<file path="src/rtl/axi4_lite_pkg.sv">
// Shared response codes, handshake FSM encodings and a width helper for the AXI4-Lite register slave.
package axi4_lite_pkg;

  localparam logic [1:0] RESP_OKAY   = 2'b00;
  localparam logic [1:0] RESP_SLVERR = 2'b10;

  typedef enum logic [1:0] {
    W_IDLE   = 2'd0,
    W_HAVE_A = 2'd1,
    W_HAVE_D = 2'd2,
    W_RESP   = 2'd3
  } wr_state_e;

  typedef enum logic {
    R_IDLE = 1'b0,
    R_RESP = 1'b1
  } rd_state_e;

  function automatic int clog2(input int value);
    int width;
    width = 0;
    while ((1 << width) < value) width++;
    return width;
  endfunction

endpackage

</file>
<file path="src/rtl/axi4_lite_reg_bank.sv">
// Register storage: byte-strobe merge, W1C clear/set priority and RO read mux.
// Commit lands on the enable edge; combinational read port, no backpressure.
module axi4_lite_reg_bank
  import axi4_lite_pkg::*;
#(
  parameter int                   DATA_W   = 32,
  parameter int                   NUM_REGS = 16,
  parameter logic [NUM_REGS-1:0]  RO_MASK  = '0,
  parameter logic [NUM_REGS-1:0]  W1C_MASK = '0,
  localparam int                  IDX_W    = clog2(NUM_REGS)
) (
  input  logic                       clk_i,
  input  logic                       arst_ni,
  input  logic                       wr_en_i,
  input  logic [IDX_W-1:0]           wr_idx_i,
  input  logic [DATA_W-1:0]          wr_dat_i,
  input  logic [DATA_W/8-1:0]        wr_strb_i,
  input  logic [IDX_W-1:0]           rd_idx_i,
  output logic [DATA_W-1:0]          rd_dat_o,
  input  logic [NUM_REGS*DATA_W-1:0] hw_data_i,
  input  logic [NUM_REGS*DATA_W-1:0] hw_set_i,
  output logic [NUM_REGS*DATA_W-1:0] reg_data_o
);

  logic [NUM_REGS-1:0][DATA_W-1:0] regs_q, regs_d;
  logic [NUM_REGS-1:0][DATA_W-1:0] hw_data_a, hw_set_a;
  logic [DATA_W-1:0]               lane_mask;
  logic                            hit;

  assign hw_data_a = hw_data_i;
  assign hw_set_a  = hw_set_i;

  always_comb begin
    lane_mask = '0;
    for (int b = 0; b < DATA_W/8; b++) lane_mask[b*8 +: 8] = {8{wr_strb_i[b]}};
  end

  // Set is OR-ed in after the clear, so a same-cycle iHW_SET bit survives a write-1 clear.
  always_comb begin
    regs_d = regs_q;
    hit    = 1'b0;
    for (int i = 0; i < NUM_REGS; i++) begin
      hit = wr_en_i && (wr_idx_i == IDX_W'(i));
      if (hit && !W1C_MASK[i]) regs_d[i] = (regs_q[i] & ~lane_mask) | (wr_dat_i & lane_mask);
      if (hit && W1C_MASK[i])  regs_d[i] = regs_q[i] & ~(wr_dat_i & lane_mask);
      regs_d[i] = regs_d[i] | (hw_set_a[i] & {DATA_W{W1C_MASK[i]}});
      if (RO_MASK[i]) regs_d[i] = '0;
    end
  end

  always_ff @(posedge clk_i or negedge arst_ni) begin
    if (!arst_ni) regs_q <= '0;
    else          regs_q <= regs_d;
  end

  assign rd_dat_o   = RO_MASK[rd_idx_i] ? hw_data_a[rd_idx_i] : regs_q[rd_idx_i];
  assign reg_data_o = regs_q;

endmodule

</file>
<file path="src/rtl/axi4_lite_reg_slave.sv">
// AXI4-Lite CSR slave: AW/W captured independently, SLVERR on out-of-range words.
// B/R registered on the final handshake edge and held until BREADY/RREADY.
module axi4_lite_reg_slave
  import axi4_lite_pkg::*;
#(
  parameter int                  DATA_W   = 32,
  parameter int                  ADDR_W   = 32,
  parameter int                  NUM_REGS = 16,
  parameter logic [NUM_REGS-1:0] RO_MASK  = '0,
  parameter logic [NUM_REGS-1:0] W1C_MASK = '0
) (
  input  logic                       iCLK,
  input  logic                       iRST,
  input  logic                       s_AWVALID,
  output logic                       s_AWREADY,
  input  logic [ADDR_W-1:0]          s_AWADDR,
  input  logic [2:0]                 s_AWPROT,
  input  logic                       s_WVALID,
  output logic                       s_WREADY,
  input  logic [DATA_W-1:0]          s_WDATA,
  input  logic [DATA_W/8-1:0]        s_WSTRB,
  output logic                       s_BVALID,
  input  logic                       s_BREADY,
  output logic [1:0]                 s_BRESP,
  input  logic                       s_ARVALID,
  output logic                       s_ARREADY,
  input  logic [ADDR_W-1:0]          s_ARADDR,
  input  logic [2:0]                 s_ARPROT,
  output logic                       s_RVALID,
  input  logic                       s_RREADY,
  output logic [DATA_W-1:0]          s_RDATA,
  output logic [1:0]                 s_RRESP,
  input  logic [NUM_REGS*DATA_W-1:0] iHW_DATA,
  input  logic [NUM_REGS*DATA_W-1:0] iHW_SET,
  output logic [NUM_REGS*DATA_W-1:0] oREG_DATA,
  output logic [NUM_REGS-1:0]        oWR_PULSE
);

  localparam int                LSB        = clog2(DATA_W/8);
  localparam int                IDX_W      = clog2(NUM_REGS);
  localparam logic [ADDR_W-1:0] NUM_REGS_A = ADDR_W'(NUM_REGS);

  wr_state_e wstate_q, wstate_d;
  rd_state_e rstate_q, rstate_d;

  logic                awready_q, awready_d, wready_q, wready_d, bvalid_q, bvalid_d;
  logic [1:0]          bresp_q, bresp_d, rresp_q, rresp_d;
  logic [ADDR_W-1:0]   awaddr_q, awaddr_d;
  logic [DATA_W-1:0]   wdata_q, wdata_d, rdata_q, rdata_d;
  logic [DATA_W/8-1:0] wstrb_q, wstrb_d;
  logic [NUM_REGS-1:0] wr_pulse_q, wr_pulse_d;
  logic                arready_q, arready_d, rvalid_q, rvalid_d;

  logic                aw_hs, w_hs, ar_hs, commit;
  logic [ADDR_W-1:0]   cm_addr, cm_word, ar_word;
  logic [DATA_W-1:0]   cm_data, bank_rd;
  logic [DATA_W/8-1:0] cm_strb;
  logic                cm_in_range, ar_in_range;
  logic [IDX_W-1:0]    cm_idx, ar_idx;
  logic                unused_prot;

  assign unused_prot = ^{s_AWPROT, s_ARPROT};

  assign aw_hs = s_AWVALID && awready_q;
  assign w_hs  = s_WVALID && wready_q;
  assign ar_hs = s_ARVALID && arready_q;

  // The half accepted earlier comes from its latch, the half arriving now straight off the bus.
  assign cm_addr     = (wstate_q == W_HAVE_A) ? awaddr_q : s_AWADDR;
  assign cm_data     = (wstate_q == W_HAVE_D) ? wdata_q : s_WDATA;
  assign cm_strb     = (wstate_q == W_HAVE_D) ? wstrb_q : s_WSTRB;
  assign cm_word     = cm_addr >> LSB;
  assign cm_in_range = cm_word < NUM_REGS_A;
  assign cm_idx      = cm_word[IDX_W-1:0];
  assign ar_word     = s_ARADDR >> LSB;
  assign ar_in_range = ar_word < NUM_REGS_A;
  assign ar_idx      = ar_word[IDX_W-1:0];

  always_ff @(posedge iCLK or negedge iRST) begin
    if (!iRST) begin
      wstate_q <= W_IDLE;
      rstate_q <= R_IDLE;
    end else begin
      wstate_q <= wstate_d;
      rstate_q <= rstate_d;
    end
  end

  always_comb begin
    wstate_d = wstate_q;
    case (wstate_q)
      W_IDLE: begin
        if (aw_hs && w_hs) wstate_d = W_RESP;
        else if (aw_hs)    wstate_d = W_HAVE_A;
        else if (w_hs)     wstate_d = W_HAVE_D;
      end
      W_HAVE_A: if (w_hs)     wstate_d = W_RESP;
      W_HAVE_D: if (aw_hs)    wstate_d = W_RESP;
      W_RESP:   if (s_BREADY) wstate_d = W_IDLE;
      default:                wstate_d = W_IDLE;
    endcase
    rstate_d = rstate_q;
    case (rstate_q)
      R_IDLE:  if (ar_hs)    rstate_d = R_RESP;
      R_RESP:  if (s_RREADY) rstate_d = R_IDLE;
      default:               rstate_d = R_IDLE;
    endcase
  end

  always_comb begin
    case (wstate_q)
      W_IDLE:   commit = aw_hs && w_hs;
      W_HAVE_A: commit = w_hs;
      W_HAVE_D: commit = aw_hs;
      default:  commit = 1'b0;
    endcase
    awready_d  = (wstate_d == W_IDLE) || (wstate_d == W_HAVE_D);
    wready_d   = (wstate_d == W_IDLE) || (wstate_d == W_HAVE_A);
    bvalid_d   = (wstate_d == W_RESP);
    awaddr_d   = aw_hs ? s_AWADDR : awaddr_q;
    wdata_d    = w_hs ? s_WDATA : wdata_q;
    wstrb_d    = w_hs ? s_WSTRB : wstrb_q;
    bresp_d    = bresp_q;
    wr_pulse_d = '0;
    if (commit) begin
      bresp_d = cm_in_range ? RESP_OKAY : RESP_SLVERR;
      if (cm_in_range && !RO_MASK[cm_idx]) wr_pulse_d[cm_idx] = 1'b1;
    end
    arready_d = (rstate_d == R_IDLE);
    rvalid_d  = (rstate_d == R_RESP);
    rdata_d   = rdata_q;
    rresp_d   = rresp_q;
    if (ar_hs) begin
      rdata_d = ar_in_range ? bank_rd : '0;
      rresp_d = ar_in_range ? RESP_OKAY : RESP_SLVERR;
    end
  end

  always_ff @(posedge iCLK or negedge iRST) begin
    if (!iRST) begin
      awready_q  <= 1'b0;
      wready_q   <= 1'b0;
      bvalid_q   <= 1'b0;
      bresp_q    <= '0;
      awaddr_q   <= '0;
      wdata_q    <= '0;
      wstrb_q    <= '0;
      wr_pulse_q <= '0;
      arready_q  <= 1'b0;
      rvalid_q   <= 1'b0;
      rdata_q    <= '0;
      rresp_q    <= '0;
    end else begin
      awready_q  <= awready_d;
      wready_q   <= wready_d;
      bvalid_q   <= bvalid_d;
      bresp_q    <= bresp_d;
      awaddr_q   <= awaddr_d;
      wdata_q    <= wdata_d;
      wstrb_q    <= wstrb_d;
      wr_pulse_q <= wr_pulse_d;
      arready_q  <= arready_d;
      rvalid_q   <= rvalid_d;
      rdata_q    <= rdata_d;
      rresp_q    <= rresp_d;
    end
  end

  axi4_lite_reg_bank #(
    .DATA_W   (DATA_W),
    .NUM_REGS (NUM_REGS),
    .RO_MASK  (RO_MASK),
    .W1C_MASK (W1C_MASK)
  ) u_bank (
    .clk_i      (iCLK),
    .arst_ni    (iRST),
    .wr_en_i    (commit && cm_in_range),
    .wr_idx_i   (cm_idx),
    .wr_dat_i   (cm_data),
    .wr_strb_i  (cm_strb),
    .rd_idx_i   (ar_idx),
    .rd_dat_o   (bank_rd),
    .hw_data_i  (iHW_DATA),
    .hw_set_i   (iHW_SET),
    .reg_data_o (oREG_DATA)
  );

  assign s_AWREADY = awready_q;
  assign s_WREADY  = wready_q;
  assign s_BVALID  = bvalid_q;
  assign s_BRESP   = bresp_q;
  assign s_ARREADY = arready_q;
  assign s_RVALID  = rvalid_q;
  assign s_RDATA   = rdata_q;
  assign s_RRESP   = rresp_q;
  assign oWR_PULSE = wr_pulse_q;

endmodule

</file>
<file path="config.mk">
export PLATFORM = sky130hd
export DESIGN_NAME = axi4_lite_reg_slave
export DESIGN_NICKNAME = d
export VERILOG_FILES = /design/src/rtl/axi4_lite_pkg.sv /design/src/rtl/axi4_lite_reg_bank.sv /design/src/rtl/axi4_lite_reg_slave.sv
export SDC_FILE = /design/constraint.sdc
export NUM_CORES = 1
export LEC_CHECK = 0
export CORE_AREA = 2 2 661 663
export CTS_BUF_LIST = sky130_fd_sc_hd__clkbuf_8
export CTS_CLUSTER_DIAMETER = 30
export DETAILED_ROUTE_END_ITERATION = 10
export DIE_AREA = 0 0 663 665
export HOLD_SLACK_MARGIN = 0.08
export MAX_ROUTING_LAYER = met4
export PLACE_DENSITY = 0.3
export SETUP_SLACK_MARGIN = 0.15
export SKIP_CTS_REPAIR_TIMING = 1
export SLEW_MARGIN = 20
export SYNTH_ARGS = -nofsm -noshare
export SYNTH_HDL_FRONTEND = slang
export SYNTH_SLANG_ARGS = --single-unit
</file>
<file path="constraint.sdc">
create_clock -name iCLK -period 6.4 [get_ports iCLK]
set_input_delay 1.92 -clock iCLK [delete_from_list [all_inputs] [get_ports iCLK]]
set_output_delay 1.92 -clock iCLK [all_outputs]
set_load 0.005 [all_outputs]
</file>
==> out/qor.csv <==
stage,metric,value,unit
detailed_routing,wirelength,193.9,mm
cts,cts_num_sinks,635,
die,die_h,665,um
place,io_buffers,669,
synth,async_flop_share,1.000,
power_and_ir_drop,total_power,13.16,mW
synth,synth_area_leaders,"dfrtp_1 55%, mux2_2 23%, mux4_2 12%",
layout,multiInputGateArea,12690,um^2
global_route,grt_pass1_wl,249.4,mm
global_route,first_global_vias,23120,
detailed_routing,drcViolationCount,0,
job,max_cap_viol_count,0,
synth,synth_seq_cells,635,
sta,rsz0062_at_grt,no,
worst_hold_path,hold_path.class,reg -> reg,
critical_path,cp_max_fo,17,
layout,drive_gt1_frac,0.4664,
sta,final_hold_viol_count,0,
sta,finalCriticalPeriod,4552,ps
layout,fillers,49080,
place,dp_slack,741.2,ps
run_status,status,completed,
detailed_routing,dr.pass1.iters,4,
synth,synth_edf_count,0,
critical_path,cp-end-kind,flop,
cts,cts_tree,yes,
sta,worst_pin_slew,1050,ps
global_route,antenna_found_initial,64,
sta,fin_skew,156.3,ps
synth,synth_common_cells,"635 x dfrtp_1, 603 x mux2_2, 160 x mux4_2, 66 x clkbuf_1, 48 x a211oi_2",
place,gp_congestion,0.7446,
critical_path,arrival,5350,ps
synth,yosys_warnings,0,
cts,path_clk_slew,50,ps
layout,nNetsFinal,3818,
global_route,grt_max_degree,143,
sta,max_clock_freq,219.7,MHz
power_and_ir_drop,p_leak,18.79,nW
layout,final_util,0.1115,
sta,worst_hold_slack,483.1,ps
cts,cts_root_buf,clkbuf_8,
synth,synth_top_area_frac,0.5478,
synth,yosysSeqAreaShare,0.5478,
die,start_util,0.06694,
detailed_routing,drtAntennaViolNets,0,
cts,insertion_delay,1050,ps
global_route,grt_usage,0.08803,
sta,slew-limit-headroom,0.3000,
layout,register_area,15890,um^2
die,core,433300,um^2
die,die_w,663,um
synth,synth_ff_type,dfrtp_1,
detailed_routing,vias,21200,
die,die_area,440900,um^2
power_and_ir_drop,irDropWorstVdd,0.1822,mV
sta,finalMaxSlewViolations,0,
synth,synth_cell_types,38,
place,dp.final_hpwl,150.9,mm
global_route,grt_overflow_total,0,
die,num_io_pins,1706,
synth,yosysTopAreaCell,dfrtp_1,
critical_path,critPathLaunchType,input port,
sta,worst_slack,1848,ps
critical_path,r2r_start,wstate_q[0],
detailed_routing,wl_per_cell,22.50,um
power_and_ir_drop,power_density,272.5,nW/um^2
synth,synth_most_common_cell,dfrtp_1,
cts,h-tree-depth,4,
synth,synth_area,29010,um^2
synth,synthCells,1791,
detailed_routing,viasPerCell,2.460,
critical_path,reg2regPathDepth,6,
layout,syn2layout_area_growth,66.53,%
cts,cts_made_buffers,222,
critical_path,cp-startpoint,s_AWADDR[10],
synth,avgSynthCellArea,16.20,um^2
sta,fin_setup_tns,0,ps
sta,setup-violations-final,0,
die,fp-row-count,242,
sta,finalCritPeriodShare,0.7112,
critical_path,cp.required,7200,ps
cts,clockBufferDepth,4,
critical_path,critical_path_class,in -> reg,
critical_path,ff2ff_setup_slack,1940,ps
detailed_routing,drtIter0Drc,903,
==> cells in the final DEF, fill, tap and decap left out, types with 3 or more instances in the layout <==
master           instances
inv_12                   3
clkinv_2                55
o2111ai_4                7
nor4_1                  17
nor2_1                  20
diode_2                 25
dfrtp_1                635
buf_12                   8
inv_8                    3
mux4_2                 160
a31o_2                   7
a211oi_2                37
nor4bb_1                 4
inv_1                   86
clkdlybuf4s50_1        664
nand2_1                 40
mux2i_2                  3
mux2_1                   3
clkbuf_8               281
mux2_2                 603
o2111ai_2                9
bufinv_16                8
a211oi_4                28
o21ai_0                 37
buf_4                  103
==> final cells by class <==
class / instances / share of cell area
antenna: 25 / 0.001295
clock buffer: 281 / 0.08007
clock inverter: 120 / 0.01741
inverter: 40 / 0.003108
multi-input combinational: 1004 / 0.2628
sequential: 635 / 0.3290
tap: 5734 / 0.1485
timing repair buffer: 778 / 0.1578
==> metrics by stage <==
step                      cells  instance area, um^2
after floorplan            1792                29010
after global placement     8191                43530
after detailed placement   8191                43530
after CTS                  8592                48240
after global routing       8609                48280
final                      8617                48300
==> power breakdown <==
| group | internal [mW] | switching (mW) | total, mW |
|---|---|---|---|
| Clock | 4.25 | 2.68 | 6.93 |
| Sequential | 4.26 | 0.150 | 4.41 |
| Combinational | 0.563 | 1.26 | 1.82 |
| Total | 9.07 | 4.09 | 13.2 |
==> cells by family (layout without fill, tap and decap cells) <==
kind of cell,after synthesis,count (layout),synth area share
buffers and inverters,153,1219,0.02127
DFF,635,635,0.5478
AOI/OAI and AO/OA,129,129,0.05168
other,1,27,0.0001293
and+or+nand+nor,100,100,0.01704
muxes,773,773,0.3620
==> per-layer routing <==
layer  GRT usage  part of all wire  vias up
met1     0.09621              0.39    11350
met3     0.03389             0.089      289
met2      0.1468              0.49      841
met5           -                 0        -
met4     0.02813             0.035        0
li1            -                 -     8721
==> worst max-delay path, stage by stage <==
cell,delay [ps]
clkdlybuf4s50_1,420
nor4_1,370
and4_2,350
buf_4,390
o2111ai_2,610
a211oi_4,500
buf_4,330
mux2_1,350
==> how the worst min path moves through the flow <==
stage	slack [ps]	cells after the start	end	startpoint
finish	480	2	s_RDATA[16]	s_RDATA[16]
global route	510	2	s_RDATA[0]	s_RDATA[0]
CTS	490	2	s_RDATA[16]	s_RDATA[16]
detailed placement	480	2	s_RDATA[16]	s_RDATA[16]
global placement	480	1	wdata_q[1]	wdata_q[1]
floorplan	470	1	awaddr_q[31]	awaddr_q[31]
(Power assumes the default switching activity.)
